--- src/rtl/hilo_mult_controller_pkg.sv ---
// ----------------------------------------------------------------------------
// hilo_mult_controller_pkg
// Shared definitions for the HI/LO multiply path:
//   - MulOp encodings driven by the EX stage
//   - controller state encodings
//   - default operand width and the ALU control code that routes ops here
// ----------------------------------------------------------------------------
package hilo_mult_controller_pkg;

    localparam int          WIDTH_DEF     = 32;
    localparam logic [3:0]  ALU_CTRL_MULT = 4'b1111;

    typedef enum logic [2:0] {
        MUL_MULT  = 3'b000,
        MUL_MULTU = 3'b001,
        MUL_MADD  = 3'b010,
        MUL_MSUB  = 3'b011,
        MUL_MTHI  = 3'b100,
        MUL_MTLO  = 3'b101
    } mulop_t;

    typedef enum logic [1:0] {
        IDLE = 2'b00,
        CALC = 2'b01,
        ACC  = 2'b10,
        DONE = 2'b11
    } state_t;

    // mult, multu, madd and msub all live in the lower half of the code space
    function automatic logic is_mul_class(input logic [2:0] op);
        return (op[2] == 1'b0);
    endfunction

    // mult, madd and msub operate on signed operands; multu does not
    function automatic logic is_signed_op(input logic [2:0] op);
        return (op == MUL_MULT) || (op == MUL_MADD) || (op == MUL_MSUB);
    endfunction

endpackage

--- src/rtl/hilo_mult_controller_mul_shift_add_core.sv ---
// ----------------------------------------------------------------------------
// mul_shift_add_core
// Unsigned WIDTH x WIDTH iterative shift-add multiplier, one bit per step.
// Ports:
//   clk, rst   clock and asynchronous active-high reset
//   load       clear accumulator/counter and capture both operands
//   step       perform one shift-add iteration
//   mcand_in   multiplicand (unsigned)
//   mplier_in  multiplier (unsigned)
//   product    2*WIDTH-bit accumulator; holds the full product after WIDTH steps
//   last       high during the step that completes the final iteration
// ----------------------------------------------------------------------------
module mul_shift_add_core #(
    parameter int WIDTH = 32
) (
    input  logic                 clk,
    input  logic                 rst,
    input  logic                 load,
    input  logic                 step,
    input  logic [WIDTH-1:0]     mcand_in,
    input  logic [WIDTH-1:0]     mplier_in,
    output logic [2*WIDTH-1:0]   product,
    output logic                 last
);

    localparam int CNT_W = (WIDTH > 1) ? $clog2(WIDTH) : 1;

    logic [2*WIDTH-1:0] acc;
    logic [WIDTH-1:0]   mcand;
    logic [WIDTH-1:0]   mplier;
    logic [CNT_W-1:0]   cnt;
    logic [WIDTH:0]     upper_sum;

    // The add into the upper half can carry out one bit; that carry becomes
    // the top bit of the accumulator after the right shift.
    always_comb begin
        upper_sum = {1'b0, acc[2*WIDTH-1:WIDTH]} + (mplier[0] ? {1'b0, mcand} : '0);
    end

    always_ff @(posedge clk or posedge rst) begin
        if (rst) begin
            acc <= '0;
            cnt <= '0;
        end else if (load) begin
            acc <= '0;
            cnt <= '0;
        end else if (step) begin
            acc <= {upper_sum, acc[WIDTH-1:1]};
            cnt <= cnt + 1'b1;
        end
    end

    // Operand registers are pure data; load always precedes their use.
    always_ff @(posedge clk) begin
        if (load) begin
            mcand  <= mcand_in;
            mplier <= mplier_in;
        end else if (step) begin
            mplier <= mplier >> 1;
        end
    end

    assign product = acc;
    assign last    = step && (cnt == CNT_W'(WIDTH - 1));

endmodule

--- src/rtl/hilo_mult_controller.sv ---
// ----------------------------------------------------------------------------
// hilo_mult_controller
// Multi-cycle sequencer for the HI/LO multiply path (mult, multu, madd, msub,
// mthi, mtlo). Runs an iterative shift-add multiply, commits HI/LO and stalls
// the pipeline while a multiply is in flight.
// Ports:
//   Clk, Rst   clock and asynchronous active-high reset
//   Start      request strobe, sampled only in IDLE or DONE
//   MulOp      operation code (see hilo_mult_controller_pkg::mulop_t)
//   A, B       rs / rt operands (B unused for mthi/mtlo)
//   Busy       stall request, high in CALC and ACC
//   Done       one-cycle pulse in the cycle after a multiply result commits
//   HI, LO     architectural HI/LO registers
// ----------------------------------------------------------------------------
module hilo_mult_controller
    import hilo_mult_controller_pkg::*;
#(
    parameter int WIDTH = WIDTH_DEF
) (
    input  logic             Clk,
    input  logic             Rst,
    input  logic             Start,
    input  logic [2:0]       MulOp,
    input  logic [WIDTH-1:0] A,
    input  logic [WIDTH-1:0] B,
    output logic             Busy,
    output logic             Done,
    output logic [WIDTH-1:0] HI,
    output logic [WIDTH-1:0] LO
);

    // 0x80000000 maps to itself, read back as an unsigned magnitude
    function automatic logic [WIDTH-1:0] magnitude(input logic signed [WIDTH-1:0] v);
        return v[WIDTH-1] ? WIDTH'(-v) : WIDTH'(v);
    endfunction

    function automatic logic [2*WIDTH-1:0] apply_sign(input logic signed [2*WIDTH-1:0] v,
                                                      input logic neg);
        return neg ? (2*WIDTH)'(-v) : (2*WIDTH)'(v);
    endfunction

    state_t             state, state_nxt;
    mulop_t             op_q;
    logic               sign_q;
    logic               can_start;
    logic               mul_accept;
    logic               mthi_wr;
    logic               mtlo_wr;
    logic               signed_op;
    logic [WIDTH-1:0]   mcand_in;
    logic [WIDTH-1:0]   mplier_in;
    logic [2*WIDTH-1:0] product;
    logic [2*WIDTH-1:0] product_s;
    logic [2*WIDTH-1:0] hilo_new;
    logic               last;

    assign can_start  = Start && ((state == IDLE) || (state == DONE));
    assign mul_accept = can_start && is_mul_class(MulOp);
    assign mthi_wr    = can_start && (MulOp == MUL_MTHI);
    assign mtlo_wr    = can_start && (MulOp == MUL_MTLO);
    assign signed_op  = is_signed_op(MulOp);
    assign mcand_in   = signed_op ? magnitude(A) : A;
    assign mplier_in  = signed_op ? magnitude(B) : B;

    mul_shift_add_core #(.WIDTH(WIDTH)) u_core (
        .clk       (Clk),
        .rst       (Rst),
        .load      (mul_accept),
        .step      (state == CALC),
        .mcand_in  (mcand_in),
        .mplier_in (mplier_in),
        .product   (product),
        .last      (last)
    );

    always_ff @(posedge Clk or posedge Rst) begin
        if (Rst) state <= IDLE;
        else     state <= state_nxt;
    end

    always_comb begin
        state_nxt = state;
        case (state)
            IDLE: if (mul_accept) state_nxt = CALC;
            CALC: if (last)       state_nxt = ACC;
            ACC:                  state_nxt = DONE;
            DONE: state_nxt = mul_accept ? CALC : IDLE;
            default:              state_nxt = IDLE;
        endcase
    end

    assign Busy = (state == CALC) || (state == ACC);
    assign Done = (state == DONE);

    // Operation and result sign are only consumed after an accept loads them.
    always_ff @(posedge Clk) begin
        if (mul_accept) begin
            op_q   <= mulop_t'(MulOp);
            sign_q <= signed_op && (A[WIDTH-1] ^ B[WIDTH-1]);
        end
    end

    // ACC stage: sign the magnitude product and fold it into HI/LO
    always_comb begin
        product_s = apply_sign(product, sign_q);
        case (op_q)
            MUL_MADD: hilo_new = {HI, LO} + product_s;
            MUL_MSUB: hilo_new = {HI, LO} - product_s;
            default:  hilo_new = product_s;
        endcase
    end

    // mthi/mtlo are only accepted in IDLE/DONE, so they never collide with ACC
    always_ff @(posedge Clk or posedge Rst) begin
        if (Rst) begin
            HI <= '0;
            LO <= '0;
        end else if (state == ACC) begin
            {HI, LO} <= hilo_new;
        end else begin
            if (mthi_wr) HI <= A;
            if (mtlo_wr) LO <= A;
        end
    end

endmodule

--- config.mk ---
export PLATFORM = sky130hd
export DESIGN_NAME = hilo_mult_controller
export DESIGN_NICKNAME = d
export VERILOG_FILES = /design/src/rtl/hilo_mult_controller_pkg.sv /design/src/rtl/hilo_mult_controller_mul_shift_add_core.sv /design/src/rtl/hilo_mult_controller.sv
export SDC_FILE = /design/constraint.sdc
export NUM_CORES = 1
export LEC_CHECK = 0
export ABC_AREA = 1
export CAP_MARGIN = 30
export CORE_MARGIN = 3
export CORE_UTILIZATION = 32
export CTS_BUF_LIST = sky130_fd_sc_hd__clkbuf_16
export DETAILED_ROUTE_END_ITERATION = 7
export PLACE_DENSITY = 0.58
export SYNTH_ARGS = -nofsm -noshare
export SYNTH_HDL_FRONTEND = slang
export SYNTH_SLANG_ARGS = --single-unit
--- constraint.sdc ---
create_clock -name Clk -period 5.2 [get_ports Clk]
set_input_delay 1.04 -clock Clk [delete_from_list [all_inputs] [get_ports Clk]]
set_output_delay 1.04 -clock Clk [all_outputs]
set_load 0.02 [all_outputs]
==> impl_metrics.ini <==
[run_status]
status = finished, final reports clean

[timing]
fin_tns_setup_ns = 0
finalCriticalPeriod_ns = 4.94
worst_slew_pin_slew_ns = 1.03
max_freq_ghz = 0.202
rsz0062_at_grt = true
finClkSkew_ns = 0.0127
setup_viol = 0
final_hold_viol_count = 0
max_slew_margin_pct = 31.4
fin_crit_sh_pct = 95.0
maxSlewViolCount = 0

[grt]
grt_use_total_pct = 22.6
grtUsageMet2_pct = 34.8
grt_busiest_layer = met2
grt_max_degree = 84
grt_util_met1_pct = 32.3
met3_usage_pct = 2.66
grt_antenna_before_repair = 0
grt_pass1_wl_um = 118000
grt_pass1_vias = 19900
grt_remaining_overflow = 0

[clock_tree]
clk_pin_slew_ns = 0.06
cts_sinks = 203
htree_levels = 1
ctsHoldBuffers = 0
clock-root-buffer = clkbuf_16
cts_buffer_depth = 3
insertion_delay_ns = 0.58
cts_tree = yes
cts_made_buffers = 27

[synth]
synth_common_cells = 766 x nand2_1, 455 x inv_1, 336 x nor2_1
synth_area_per_cell_um2 = 6.46
synth_seq_cells = 203
yosysMostFrequentCell = nand2_1
synth_edf_count = 68
yosysSeqAreaShare_pct = 26.8
syn_inst = 3131
yosys.area.top_type = dfrtp_1
yosys_warnings = 0
synth_area_leaders = dfrtp_1 17%, nand2_1 14%, edfxtp_1 10%, inv_1 8.4%, ha_1 6.4%
synth_ff_type = dfrtp_1
synth_nets = 3307
synthArstFlopShare_pct = 66.5
yosysUniqueCellTypes = 56
yosysTopAreaCellShare_pct = 16.7
synthesis.area_um2 = 20200

[setup_path]
crit_slowest_cell = dfrtp_1
worst_path_largest_cell_delay_ns = 0.41
path_max_fanout = 7
cpMostUsedCell = a21oi_1
crit_type = flip-flop to flip-flop
critPathLaunchType = flip-flop
required_ns = 5.66
cp.arrival_ns = 5.40
end_kind = flip-flop

[flow_run]
maxCapViolations = 0

[final_layout]
syn2layout_area_growth_pct = 18.1
stdcell_count = 4120
drive_above_1_share_pct = 7.65
layout.nets = 3438
fin_util_pct = 38.5
antenna_cells = 0
nFillCells = 6757

[detailed_routing]
drc_errors = 0
drt-initial-drc-count = 1916
antenna_left = 0
routed_wl_um = 77300
wl_per_cell_um = 18.8
vias = 21400
via_per_inst = 5.19
first_pass_iters = 5

[hold_path]
hp-class = flip-flop to flip-flop

[placement]
io_buffers = 135
hpwlAfterDp_um = 62200
gp_congestion = 0.979
place_inst = 4068

[floorplan]
die_h_um = 257
initial_core_util_pct = 32.6
num_rows = 91
design.core.area_um2 = 62100
ioPinCount = 136
die_x_um = 257
dieArea_um2 = 66200
==> flip-flops by register name, summed over array words and instances, names as in the netlist <==
name,cells
u_core.mplier,32
u_core.cnt,5
sign_q,1
u_core.product,64
op_q,3
HI,32
LO,32
state,2
u_core.mcand,32
==> metal layers <==
layer  part of all wire (%)  wire, um
met5                      0         0
met4                    4.2      3230
met2                     43     33000
met3                    7.2      5580
met1                     46     35500
==> kinds of logic after synthesis <==
family	share of synthesized area, %
simple gates	32.0
buf+inv	10.4
fa+ha+maj	6.63
flops	26.8
compound gates	18.2
xor+xnor	5.98
==> per-stage QoR <==
step / area, um^2 / hold slack [ns] / setup slack [ns]
2_1_floorplan: 20200 / 0.434 / 0.549
6_report: 23900 / 0.473 / 0.258
3_3_place_gp: 22700 / 0.456 / -0.259
5_1_grt: 23900 / 0.508 / -0.0557
4_1_cts: 23600 / 0.474 / 0.0273
3_5_place_dp: 22700 / 0.467 / -0.316
==> timing repair <==
item                       4_1_cts  5_1_grt
resized for setup                4       52
buffers inserted                 1        1
hold endpoints to repair         0        0
pin swaps                        1       11
setup endpoints to repair        3       25
==> critical path: cells and delay by family (launching register included) <==
| kind | cells | cell delay [ns] |
|---|---|---|
| AOI/OAI and AO/OA | 6 | 1.30 |
| xor gates and xnor gates | 1 | 0.28 |
| adders and majority gates | 2 | 0.55 |
| buffers and inverters | 5 | 0.45 |
| DFF | 1 | 0.41 |
| and+or+nand+nor | 14 | 1.83 |
==> final cells by class <==
cell class | count | area [um^2] | area share (%)
multi-input cells | 2381 | 13000 | 54.4
well taps | 837 | 1050 | 4.39
repair buffers | 181 | 1740 | 7.29
clock inverters | 20 | 169 | 0.707
clock buffers | 30 | 751 | 3.14
flip-flops and latches | 203 | 5420 | 22.7
inverters | 468 | 1760 | 7.39
==> cell usage in the layout (no fill, tap or decap), types with 7 or more instances in the layout <==
cell and instances:
a21o_1 13, a21oi_1 166, a31oi_1 44, buf_4 43, clkbuf_16 30, clkdlybuf4s50_1 135
clkinv_2 8, dfrtp_1 135, edfxtp_1 68, ha_1 93, inv_1 456, inv_2 12
nand2_1 763, nand2_2 39, nand3_1 208, nand3_2 10, nand3b_1 7, nand4_1 30
nor2_1 327, nor2_2 23, nor2_4 17, nor3_1 28, nor4_1 15, o211ai_1 67
o21ai_0 222, o21ai_1 17, o21bai_1 14, o22ai_1 47, o31ai_1 7, or2_2 12
xnor2_1 44, xor2_1 90
==> path summary, 6_finish.rpt <==
| kind | start | to | slack, ns | depth (start not counted) |
|---|---|---|---|---|
| max | u_core.product[0]$_DFFE_PP0P_ | HI[23]$_DFFE_PP0P_ | 0.26 | 28 |
| min | u_core.cnt[3]$_DFFE_PP0P_ | u_core.cnt[3]$_DFFE_PP0P_ | 0.47 | 1 |
| max reg2reg | u_core.product[0]$_DFFE_PP0P_ | HI[23]$_DFFE_PP0P_ | 0.26 | 28 |
| min reg2reg | u_core.cnt[3]$_DFFE_PP0P_ | u_core.cnt[3]$_DFFE_PP0P_ | 0.47 | 1 |
| max in group asynchronous | Rst | HI[29]$_DFFE_PP0P_ | 3.28 | 3 |
| min in group asynchronous | Rst | LO[8]$_DFFE_PP0P_ | 0.99 | 2 |
Power is left out: the tool's default activity adds up to more than one toggle a clock period on the data nets, which glitch-free logic cannot reach.
